### config.mk
export PLATFORM = sky130hd
export DESIGN_NAME = snoop_bus_ctrl
export DESIGN_NICKNAME = d
export VERILOG_FILES = /design/src/rtl/coh_pkg.sv /design/src/rtl/rr_arbiter.sv /design/src/rtl/snoop_bus_ctrl.sv
export SDC_FILE = /design/constraint.sdc
export NUM_CORES = 1
export LEC_CHECK = 0
export CAP_MARGIN = 20
export CORE_ASPECT_RATIO = 0.7
export CORE_MARGIN = 5
export CORE_UTILIZATION = 39
export DETAILED_ROUTE_END_ITERATION = 6
export PLACE_DENSITY = 0.81
export SYNTH_ARGS = -nofsm -noshare
export SYNTH_HDL_FRONTEND = slang
export SYNTH_SLANG_ARGS = --single-unit
### constraint.sdc
create_clock -name clk -period 2.15 [get_ports clk]
set_input_delay 0.215 -clock clk [delete_from_list [all_inputs] [get_ports clk]]
set_output_delay 0.215 -clock clk [all_outputs]
set_load 0.1 [all_outputs]
### src/rtl/coh_pkg.sv
// Shared coherence types for the snooping bus controller.
//   blk_st_t : MSI line state reported by each private cache
//   bus_op_t : bus transaction type latched for the winning core
//   bus_st_t : snoop_bus_ctrl FSM states
//   wrap_add : modular add used for round-robin index arithmetic
package coh_pkg;

    typedef enum logic [1:0] {
        INV = 2'b00,
        SHR = 2'b01,
        MOD = 2'b10
    } blk_st_t;

    typedef enum logic [1:0] {
        OP_RD,
        OP_WR,
        OP_INV
    } bus_op_t;

    typedef enum logic [2:0] {
        ST_IDLE,
        ST_SNOOP,
        ST_EVAL,
        ST_INV,
        ST_FWD,
        ST_WB,
        ST_MEM,
        ST_DONE
    } bus_st_t;

    // a + b modulo n, valid for 0 <= a,b < n
    function automatic int wrap_add(input int a, input int b, input int n);
        int s;
        s = a + b;
        return (s >= n) ? (s - n) : s;
    endfunction

endpackage

### src/rtl/rr_arbiter.sv
// Combinational round-robin picker.
// Selects the first set bit of pending_i at or after ptr_i, wrapping modulo N.
// Ports:
//   pending_i [N]      request vector
//   ptr_i     [IW]     index with highest priority this round
//   gnt_o     [N]      one-hot winner (all zero when nothing pending)
//   idx_o     [IW]     binary index of the winner
//   vld_o              a winner exists
module rr_arbiter
    import coh_pkg::*;
#(
    parameter int N = 4,
    localparam int IW = $clog2(N)
) (
    input  logic [N-1:0]  pending_i,
    input  logic [IW-1:0] ptr_i,
    output logic [N-1:0]  gnt_o,
    output logic [IW-1:0] idx_o,
    output logic          vld_o
);

    always_comb begin
        gnt_o = '0;
        idx_o = '0;
        vld_o = 1'b0;
        // Walk from the farthest offset back to ptr_i so the closest pending
        // index overwrites any later one.
        for (int k = N - 1; k >= 0; k--) begin
            if (pending_i[IW'(wrap_add(int'(ptr_i), k, N))]) begin
                idx_o = IW'(wrap_add(int'(ptr_i), k, N));
                vld_o = 1'b1;
            end
        end
        if (vld_o) begin
            gnt_o[idx_o] = 1'b1;
        end
    end

endmodule

### src/rtl/snoop_bus_ctrl.sv
// N-core MSI snooping bus controller.
// Arbitrates read-miss / write-miss / invalidate requests round-robin, broadcasts
// the winning address for snoop, forwards a Modified line cache-to-cache when a
// peer holds it, and otherwise runs the shared d_mem read handshake.
//
// Optional build macro SNOOP_BUS_TIMEOUT_EN: bounds the MEM/WB wait to TIMEOUT
// cycles and raises the sticky bus_err flag when the bound expires. Without it
// the controller waits for u_rdy indefinitely and bus_err is tied low.
//
// Ports:
//   clk, rst_n        clock, asynchronous active-low reset
//   read_miss         [N]      per-core read-miss request (level)
//   write_miss        [N]      per-core write-miss request (level)
//   invalidate        [N]      per-core S->M upgrade request (level)
//   bico              [N*AW]   per-core request address, core i at [i*AW +: AW]
//   block_state       [N*2]    per-core snooped line state (blk_st_t)
//   search_found      [N]      per-core snoop hit, valid the cycle after search
//   u_rdy                      d_mem access complete pulse
//   grant             [N]      one-hot bus owner
//   boci              [AW]     broadcast address of the current transaction
//   search            [N]      snoop strobe to non-owners
//   inv_from_other    [N]      invalidate strobe to non-owners
//   fwd_vld, fwd_src           cache-to-cache forward active / source core
//   wb_dmem           [N]      write-back strobe to the forwarding core
//   re, we                     d_mem read / write enable, held until u_rdy
//   bus_err                    sticky timeout flag
//
// state    | meaning
// ---------+-----------------------------------------------------------
// ST_IDLE  | no owner; arbitrate and latch owner, op and address
// ST_SNOOP | search strobe to every non-owner
// ST_EVAL  | sample snoop responses, choose INV / FWD / MEM path
// ST_INV   | invalidate strobe to every non-owner
// ST_FWD   | Modified peer forwards its line to the owner
// ST_WB    | forwarding peer writes its line back to d_mem
// ST_MEM   | d_mem read for the owner (write miss also invalidates peers)
// ST_DONE  | advance round-robin pointer past the owner
module snoop_bus_ctrl
    import coh_pkg::*;
#(
    parameter int NUM_CPUS = 4,
    parameter int ADDR_W   = 13,
    parameter int TIMEOUT  = 255,
    localparam int IW      = $clog2(NUM_CPUS)
) (
    input  logic                       clk,
    input  logic                       rst_n,
    input  logic [NUM_CPUS-1:0]        read_miss,
    input  logic [NUM_CPUS-1:0]        write_miss,
    input  logic [NUM_CPUS-1:0]        invalidate,
    input  logic [NUM_CPUS*ADDR_W-1:0] bico,
    input  logic [NUM_CPUS*2-1:0]      block_state,
    input  logic [NUM_CPUS-1:0]        search_found,
    input  logic                       u_rdy,
    output logic [NUM_CPUS-1:0]        grant,
    output logic [ADDR_W-1:0]          boci,
    output logic [NUM_CPUS-1:0]        search,
    output logic [NUM_CPUS-1:0]        inv_from_other,
    output logic                       fwd_vld,
    output logic [IW-1:0]              fwd_src,
    output logic [NUM_CPUS-1:0]        wb_dmem,
    output logic                       re,
    output logic                       we,
    output logic                       bus_err
);

    if (NUM_CPUS < 2 || NUM_CPUS > 8 || TIMEOUT < 1) begin : g_param_check
        $error("snoop_bus_ctrl: parameter out of range");
    end

    bus_st_t             state_q, state_d;
    logic [IW-1:0]       rr_ptr_q;
    logic [IW-1:0]       owner_q;
    bus_op_t             op_q;
    logic [ADDR_W-1:0]   addr_q;
    logic [IW-1:0]       fwd_src_q;
    logic                mem_first_q;

    logic [NUM_CPUS-1:0] pending;
    logic [NUM_CPUS-1:0] arb_gnt;
    logic [IW-1:0]       arb_idx;
    logic                arb_vld;
    logic [NUM_CPUS-1:0] own_oh;
    logic [ADDR_W-1:0]   req_addr;
    bus_op_t             req_op;
    logic                m_hit;
    logic [IW-1:0]       m_idx;
    logic                to_hit;

    logic [ADDR_W-1:0]   bico_a [NUM_CPUS];
    logic [1:0]          bst_a  [NUM_CPUS];

    for (genvar g = 0; g < NUM_CPUS; g++) begin : g_unpack
        assign bico_a[g] = bico[g*ADDR_W +: ADDR_W];
        assign bst_a[g]  = block_state[2*g +: 2];
    end

    assign pending = read_miss | write_miss | invalidate;
    assign own_oh  = NUM_CPUS'(1) << owner_q;

    rr_arbiter #(.N(NUM_CPUS)) u_arb (
        .pending_i (pending),
        .ptr_i     (rr_ptr_q),
        .gnt_o     (arb_gnt),
        .idx_o     (arb_idx),
        .vld_o     (arb_vld)
    );

    // Address and op of the arbitration winner; invalidate outranks write
    // outranks read when one core raises several requests at once.
    always_comb begin
        req_addr = '0;
        for (int i = 0; i < NUM_CPUS; i++) begin
            if (arb_gnt[i]) begin
                req_addr = bico_a[i];
            end
        end
        if (|(invalidate & arb_gnt)) begin
            req_op = OP_INV;
        end else if (|(write_miss & arb_gnt)) begin
            req_op = OP_WR;
        end else begin
            req_op = OP_RD;
        end
    end

    // Lowest-index non-owner that reports a hit on a Modified line.
    always_comb begin
        m_hit = 1'b0;
        m_idx = '0;
        for (int i = NUM_CPUS - 1; i >= 0; i--) begin
            if (IW'(i) != owner_q && search_found[i] && bst_a[i] == MOD) begin
                m_hit = 1'b1;
                m_idx = IW'(i);
            end
        end
    end

    always_comb begin
        state_d        = state_q;
        grant          = '0;
        boci           = '0;
        search         = '0;
        inv_from_other = '0;
        fwd_vld        = 1'b0;
        fwd_src        = '0;
        wb_dmem        = '0;
        re             = 1'b0;
        we             = 1'b0;

        if (state_q != ST_IDLE) begin
            grant = own_oh;
            boci  = addr_q;
        end

        case (state_q)
            ST_IDLE: begin
                if (arb_vld) begin
                    state_d = ST_SNOOP;
                end
            end
            ST_SNOOP: begin
                search  = ~own_oh;
                state_d = ST_EVAL;
            end
            ST_EVAL: begin
                if (op_q == OP_INV) begin
                    state_d = ST_INV;
                end else if (m_hit) begin
                    state_d = ST_FWD;
                end else begin
                    state_d = ST_MEM;
                end
            end
            ST_INV: begin
                inv_from_other = ~own_oh;
                state_d        = ST_DONE;
            end
            ST_FWD: begin
                fwd_vld = 1'b1;
                fwd_src = fwd_src_q;
                if (op_q == OP_RD) begin
                    wb_dmem[fwd_src_q] = 1'b1;
                    state_d            = ST_WB;
                end else begin
                    inv_from_other = ~own_oh;
                    state_d        = ST_DONE;
                end
            end
            ST_WB: begin
                we = 1'b1;
                if (u_rdy || to_hit) begin
                    state_d = ST_DONE;
                end
            end
            ST_MEM: begin
                re = 1'b1;
                if (op_q == OP_WR && mem_first_q) begin
                    inv_from_other = ~own_oh;
                end
                if (u_rdy || to_hit) begin
                    state_d = ST_DONE;
                end
            end
            ST_DONE: begin
                state_d = ST_IDLE;
            end
            default: begin
                state_d = ST_IDLE;
            end
        endcase
    end

    always_ff @(posedge clk or negedge rst_n) begin
        if (!rst_n) begin
            state_q     <= ST_IDLE;
            rr_ptr_q    <= '0;
            owner_q     <= '0;
            op_q        <= OP_RD;
            addr_q      <= '0;
            fwd_src_q   <= '0;
            mem_first_q <= 1'b0;
        end else begin
            state_q     <= state_d;
            mem_first_q <= (state_q == ST_EVAL) && (state_d == ST_MEM);
            if (state_q == ST_IDLE && arb_vld) begin
                owner_q <= arb_idx;
                op_q    <= req_op;
                addr_q  <= req_addr;
            end
            if (state_q == ST_EVAL && m_hit) begin
                fwd_src_q <= m_idx;
            end
            if (state_q == ST_DONE) begin
                rr_ptr_q <= IW'(wrap_add(int'(owner_q), 1, NUM_CPUS));
            end
        end
    end

`ifdef SNOOP_BUS_TIMEOUT_EN
    localparam int CW = $clog2(TIMEOUT + 1);

    logic [CW-1:0] to_cnt_q;
    logic          bus_err_q;
    logic          in_wait;
    logic          enter_wait;

    assign in_wait    = (state_q == ST_MEM) || (state_q == ST_WB);
    assign enter_wait = ((state_d == ST_MEM) || (state_d == ST_WB)) && !in_wait;
    // Counter reaching zero marks the TIMEOUT-th waiting cycle.
    assign to_hit     = in_wait && !u_rdy && (to_cnt_q == '0);
    assign bus_err    = bus_err_q;

    always_ff @(posedge clk or negedge rst_n) begin
        if (!rst_n) begin
            to_cnt_q  <= '0;
            bus_err_q <= 1'b0;
        end else begin
            if (enter_wait) begin
                to_cnt_q <= CW'(TIMEOUT - 1);
            end else if (in_wait && to_cnt_q != '0) begin
                to_cnt_q <= to_cnt_q - 1'b1;
            end
            if (to_hit) begin
                bus_err_q <= 1'b1;
            end
        end
    end
`else
    assign to_hit  = 1'b0;
    assign bus_err = 1'b0;
`endif

endmodule

==> results of run 1 <==
-- power breakdown --
group / internal, mW / switching, mW
combinational: 2.16 / 3.68
clock: 0.132 / 0.160
sequential: 0.698 / 0.277
total: 2.99 / 4.12
-- registers in the layout, summed over array words and instances (netlist names) --
register and count:
addr_q 13, fwd_src_q 2, mem_first_q 1, op_q 2, owner_q 2, rr_ptr_q 2, state_q 3
-- kinds of logic (layout without fill, tap and decap cells) --
kind of cell,after synthesis,in the layout
AO/OA/AOI/OAI,109,109
AND/OR/NAND/NOR,89,89
multiplexers,3,3
other,1,1
adder cells (fa/ha/maj),4,4
flip-flops,25,25
buffers and inverters,23,142
-- what timing repair did --
item                                    CTS  global route
endpoints found under the setup margin    0             4
resized for setup                         0             1
hold endpoints to repair                  0             0
-- routing by layer --
layer  vias to the layer above  wire (um)  global-route usage (%)
li1                       1157          -                       -
met1                      1158       3330                    28.3
met5                         -          0                       0
met2                       123       3530                    35.2
met3                         6        650                    6.11
met4                         0         63                    3.99
-- worst max-delay path, stage by stage, from the launching register on --
cell and delay [ns]:
dfrtp_1 0.54, nor2b_4 0.23, nor2b_4 0.25, nand2_4 0.10
nor3b_4 0.24, buf_12 0.20
-- final cells by class --
cell class | count | area (um2)
sequential | 25 | 626
inverter | 7 | 26.3
multi-input combinational | 206 | 1450
clock buffer | 3 | 41.3
fill | 349 | 1340
clock inverter | 1 | 7.51
timing repair buffer | 131 | 1630
tap | 72 | 90.1
-- per-stage QoR --
stage / std cells / util [%] / cell area (um2) / setup TNS [ns]
after global placement: 441 / 73.3 / 3810 / -0.0963
after detailed placement: 441 / 73.3 / 3810 / -0.250
final: 445 / 74.3 / 3870 / 0
after global routing: 445 / 74.3 / 3870 / 0
after floorplan: 254 / - / 2190 / -0.956
after CTS: 445 / 74.3 / 3860 / 0
-- final timing paths --
kind | cells past startpoint | slack, ns | from | to
max | 5 | 0.09 | state_q[0] | wb_dmem[1]
max in group asynchronous | 2 | 1.60 | rst_n | addr_q[0]
min reg2reg | 2 | 0.53 | addr_q[2] | addr_q[2]
min in group clk | 2 | 0.53 | addr_q[2] | addr_q[2]
min | 2 | 0.31 | rst_n | owner_q[0]
max reg2reg | 6 | 0.30 | owner_q[1] | mem_first_q
-- layout by cell type, fill, tap and decap left out, types with 2 or more instances in the layout --
cell type        count
clkdlybuf4s50_1     78
a21oi_1             36
buf_12              36
dfrtp_1             25
nor2_1              20
buf_4               17
o22ai_1             14
a21boi_0            14
a21o_1              13
o21ai_0             10
nor2b_1             10
nor2b_2             10
nor2_2               9
nand2_1              7
inv_1                7
and2_1               4
ha_1                 4
nor3_4               3
nor3_2               3
nand2b_1             3
o21ai_1              3
clkbuf_8             3
nor2b_4              2
and2_2               2
nor3b_4              2
o31ai_1              2
nand4bb_1            2
or3_1                2
a221oi_1             2
or3_4                2
a211oi_2             2
mux2i_1              2
a22oi_2              2
==> out/qor.yml, run 1 <==
p_per_area_nw_per_um2: 1840
die_y_um: 71.1
yosysMostFrequentCell: "a21oi_1"
synth_top_area_share_pct: 30.1
row_count: 22
grt_max_degree: 26
place_hpwl_mm: 6.21
min_period_ns: 2.06
io-pin-count: 114
routed_wl_mm: 7.58
fin_crit_sh_pct: 95.6
arrival_ns: 1.84
dieArea_um2: 6910
root_buffer: "clkbuf_8"
numCtsBuffers: 3
antenna_found_initial: 0
synth_edf_count: 0
rsz0062_at_grt: "no"
place.gp.congestion: 0.927
peakVddDrop_uv: 1600
synthAdderAreaFrac_pct: 2.41
hold_slack_ns: 0.306
ys_ff_latch: 25
portBuffers: 112
grt.overflow.total: 0
vias: 2444
endpoint_kind: "output port"
synth_cell_types: 49
die_w_um: 97.3
syn2layout_area_growth_pct: 86.1
yosys.area_share.simple_pct: 25.6
grt_pass1_vias: 2479
clk_pin_slew_worst_paths_ns: 0.09
synth.area.top_cells: "dfrtp_1 (30%), a21oi_1 (8.9%), nor2b_1 (6.6%)"
status: "finished, final reports clean"
synth_ff_type: "dfrtp_1"
cap_violations: 0
power_leakage_nw: 1.65
viasPerCell: 5.49
synthArstFlopShare_pct: 100
syn_nets: 337
hold_viol_final: 0
fmax_mhz: 486
synth.top_cells.by_count: "a21oi_1 (37), nor2_1 (28), dfrtp_1 (25)"
ant_nets: 0
route.detailed.drc: 0
synth.cell_area_um2: 2080
synthMuxAreaShare_pct: 1.51
critPathKind: "register to output port"
drv_slew: 0
synthCells: 254
synth_xor_area_share_pct: 0
min_path_type: "input port to async pin"
grt_use_total_pct: 21.3
core_region_area_um2: 5200
synth_top_family_by_area: "compound AO/OA/AOI/OAI gates"
synth-seq-area-share_pct: 30.1
yosysWarnings: 0
grt_pass1_wl_mm: 12.3
initial_core_util_pct: 39.9
place_ws_ns: -0.0824
synth_compound_area_share_pct: 34.7
diodes: 0
first_pass_iters: 4
cts_max_level: 1
cts.path.max_buffers: 2
post-cts-setup-buffers: 0
avgRoutedWirePerCell_um: 17.0
clock_latency_ns: 0.27
synth_area_leader_cell: "dfrtp_1"
final.setup.worst_slack_ns: 0.0937
nets: 457
required_ns: 1.93
cts.sinks: 25
avgSynthCellArea_um2: 8.18
total_power_mw: 7.11
cts_tree: "built"
skew_ns: 0.00571
drt_iter0_drc: 166
setup_viol: 0
holdBufCountCts: 0
drive_above_1_share_pct: 27.1
startpoint_type: "register"
critPathMaxFanout: 11
No activity file was read; power rests on OpenSTA's default activity.
==> run 2: changes to the inputs <==
--- a/config.mk
+++ b/config.mk
@@ -7,2 +7,3 @@
 export LEC_CHECK = 0
+export ABC_AREA = 1
 export CAP_MARGIN = 20
--- a/constraint.sdc
+++ b/constraint.sdc
@@ -3,2 +3,2 @@
 set_output_delay 0.215 -clock clk [all_outputs]
-set_load 0.1 [all_outputs]
+set_load 0.005 [all_outputs]
==> run 2 against run 1 <==
Effect of this change:
- worst hold slack improved by 0.0068 ns
- flip-flop and latch count did not move
- synthesized cell count rose by 35%
- via count rose by 10%
- utilization fell by 7.6 points
- die area rose by 0.26%
- sequential share of layout area rose by 2.0 points
- power fell by 36%
- non-clock buffer count fell by 2
- final area fell by 10%
- maximum frequency fell by 0.77%
- area after synthesis rose by 0.30%
==> out/qor.yml, run 2 <==
status: "finished, final reports clean"
startpoint: "op_q[0]"
endpoint_kind: "output port"
synthArstFlopShare_pct: 100
p_int_mw: 2.34
setup_viol: 0
clk_pin_slew_worst_paths_ns: 0.09
syn_nets: 425
synth_compound_area_share_pct: 5.04
diodes: 0
row_count: 22
rsz0062_at_grt: "yes"
holdBufCountCts: 0
synth_edf_count: 0
endpoint: "wb_dmem[3]"
reg_top3: "addr_q: 13 flops, state_q: 3 flops"
syn2layout_area_growth_pct: 66.5
numCtsBuffers: 3
grt_max_degree: 32
final_common_cell: "clkdlybuf4s50_1"
grt_pass1_wl_mm: 11.8
fmax_mhz: 483
p_seq_share_pct: 19.8
route.detailed.drc: 0
power_leakage_nw: 1.70
portBuffers: 112
core_region_area_um2: 5200
required_ns: 1.93
cap_violations: 0
grt_pass1_vias: 2661
synth_xor_area_share_pct: 0
place.gp.congestion: 1.01
min_period_ns: 2.07
drv_slew: 0
synthMuxAreaShare_pct: 0
viasPerCell: 5.04
avgSynthCellArea_um2: 6.10
swShare_pct: 48.5
synth-seq-area-share_pct: 30.0
cts.sinks: 25
synth_ff_type: "dfrtp_1"
avgRoutedWirePerCell_um: 13.4
grt_use_total_pct: 20.0
hold_slack_ns: 0.313
nFillCells: 421
setup_tns_ns: 0
largest_register_ffs: 13
synth_top_family_by_area: "simple AND/OR/NAND/NOR gates"
initial_core_util_pct: 40.1
reg2reg_depth: 14
drive_above_1_share_pct: 9.94
startpoint_type: "register"
synthAdderAreaFrac_pct: 2.40
synth_area_leader_cell: "dfrtp_1"
synth.top_cells.by_count: "nand2_1 (102), nand3_1 (53), nor2_1 (52)"
critPathMaxFanout: 4
clock_latency_ns: 0.28
routed_wl_mm: 7.19
drt_iter0_drc: 159
synth_cell_types: 25
fin_crit_sh_pct: 96.4
top_register: "addr_q"
die_w_um: 97.4
first_pass_iters: 4
p_per_area_nw_per_um2: 1310
cts.path.max_buffers: 2
path_cells: "or2_0, buf_4, nor4_2, clkdlybuf4s50_1"
cts_tree: "built"
antenna_found_initial: 0
yosysWarnings: 0
vias: 2698
arrival_ns: 1.86
critPathBufInv: 2
power_frac_clock_pct: 6.6
ys_ff_latch: 25
skew_ns: 0.00605
critPathKind: "register to output port"
yosysMostFrequentCell: "nand2_1"
power_frac_comb_pct: 73.6
cp.depth: 4
ant_nets: 0
die_y_um: 71.2
root_buffer: "clkbuf_8"
p_sw_mw: 2.20
place_hpwl_mm: 5.63
synthCells: 342
crit_family: "buffers and inverters"
hold_viol_final: 0
synth_top_area_share_pct: 30.0
peakVddDrop_uv: 532
critical-path-slowest-cell: "clkdlybuf4s50_1"
dieArea_um2: 6930
nets: 547
r2r_start: "rr_ptr_q[0]"
synth.area.top_cells: "dfrtp_1 (30%), nand2_1 (18%), nand3_1 (13%)"
io-pin-count: 114
yosys.area_share.simple_pct: 50.5
cts_max_level: 1
mostFrequentLayoutCells: "clkdlybuf4s50_1 (105), nand2_1 (102), nand3_1 (53)"
r2r_slack_ns: 0.11
grt.overflow.total: 0
slowest_delay_ns: 0.54
min_path_type: "input port to async pin"
rr_endpoint: "op_q[0]"
synth.cell_area_um2: 2080
==> run 2: metal layers <==
layer	vias to the layer above	wire, um	part of all wire, %	global-route usage (%)
met5	-	0	0	0
met4	0	73	1.0	4.15
met3	12	821	11	7.49
met2	142	3230	45	33.0
met1	1204	3070	43	25.3
li1	1340	-	-	-
==> run 2: cell families (layout without fill, tap and decap cells) <==
family,after synthesis,count (layout)
flip-flops,25,25
AO/OA/AOI/OAI,18,18
other,1,1
adder cells (fa/ha/maj),4,4
buffers and inverters,56,177
AND/OR/NAND/NOR,238,238
==> run 2: power groups by stage <==
| stage | Combinational (mW) | Clock [mW] | Sequential, mW |
|---|---|---|---|
| 3_3_place_gp | 3.07 | 0 | 0.891 |
| 6_report | 3.35 | 0.299 | 0.900 |
| 3_5_place_dp | 3.16 | 0 | 0.895 |
| 2_1_floorplan | 1.99 | 0 | 0.827 |
| 4_1_cts | 3.20 | 0.306 | 0.890 |
| 5_1_grt | 3.74 | 0.330 | 0.932 |
==> run 2: how the worst min path moves through the flow <==
stage | depth (start not counted) | endpoint | slack [ns] | startpoint
after floorplan | 0 | addr_q[0] | -0.08 | rst_n
after global placement | 2 | addr_q[4] | 0.47 | addr_q[4]
after detailed placement | 2 | addr_q[4] | 0.47 | addr_q[4]
after CTS | 2 | owner_q[1] | 0.32 | rst_n
after global routing | 2 | addr_q[11] | 0.34 | rst_n
final | 2 | fwd_src_q[0] | 0.31 | rst_n
==> run 2: layout make-up <==
cell class / instances / area (um2) / share of cell area (%)
Sequential cell: 25 / 629 / 18.1
Clock inverter: 1 / 8.76 / 0.252
Inverter: 44 / 171 / 4.94
Timing Repair Buffer: 129 / 1280 / 36.8
Tap cell: 72 / 90.1 / 2.60
Multi-Input combinational cell: 261 / 1250 / 36.1
Clock buffer: 3 / 41.3 / 1.19
==> run 2: metrics by stage <==
step | instance area (um2) | cells | power, mW | setup slack, ns | utilization (%)
6_report | 3470 | 535 | 4.55 | 0.0777 | 66.7
5_1_grt | 3470 | 535 | 5.00 | -0.0592 | 66.7
4_1_cts | 3390 | 530 | 4.40 | 0.0266 | 65.1
3_5_place_dp | 3300 | 524 | 4.05 | -0.115 | 63.5
3_3_place_gp | 3300 | 524 | 3.96 | -0.0282 | 63.5
2_1_floorplan | 2080 | 342 | 2.82 | 0.469 | -
==> run 2: timing repair <==
item / CTS / global route
gates cloned: 0 / 0
pin swaps: 2 / 1
resized for setup: 11 / 10
buffers inserted: 2 / 5
setup endpoints to repair: 8 / 24
hold endpoints to repair: 0 / 0
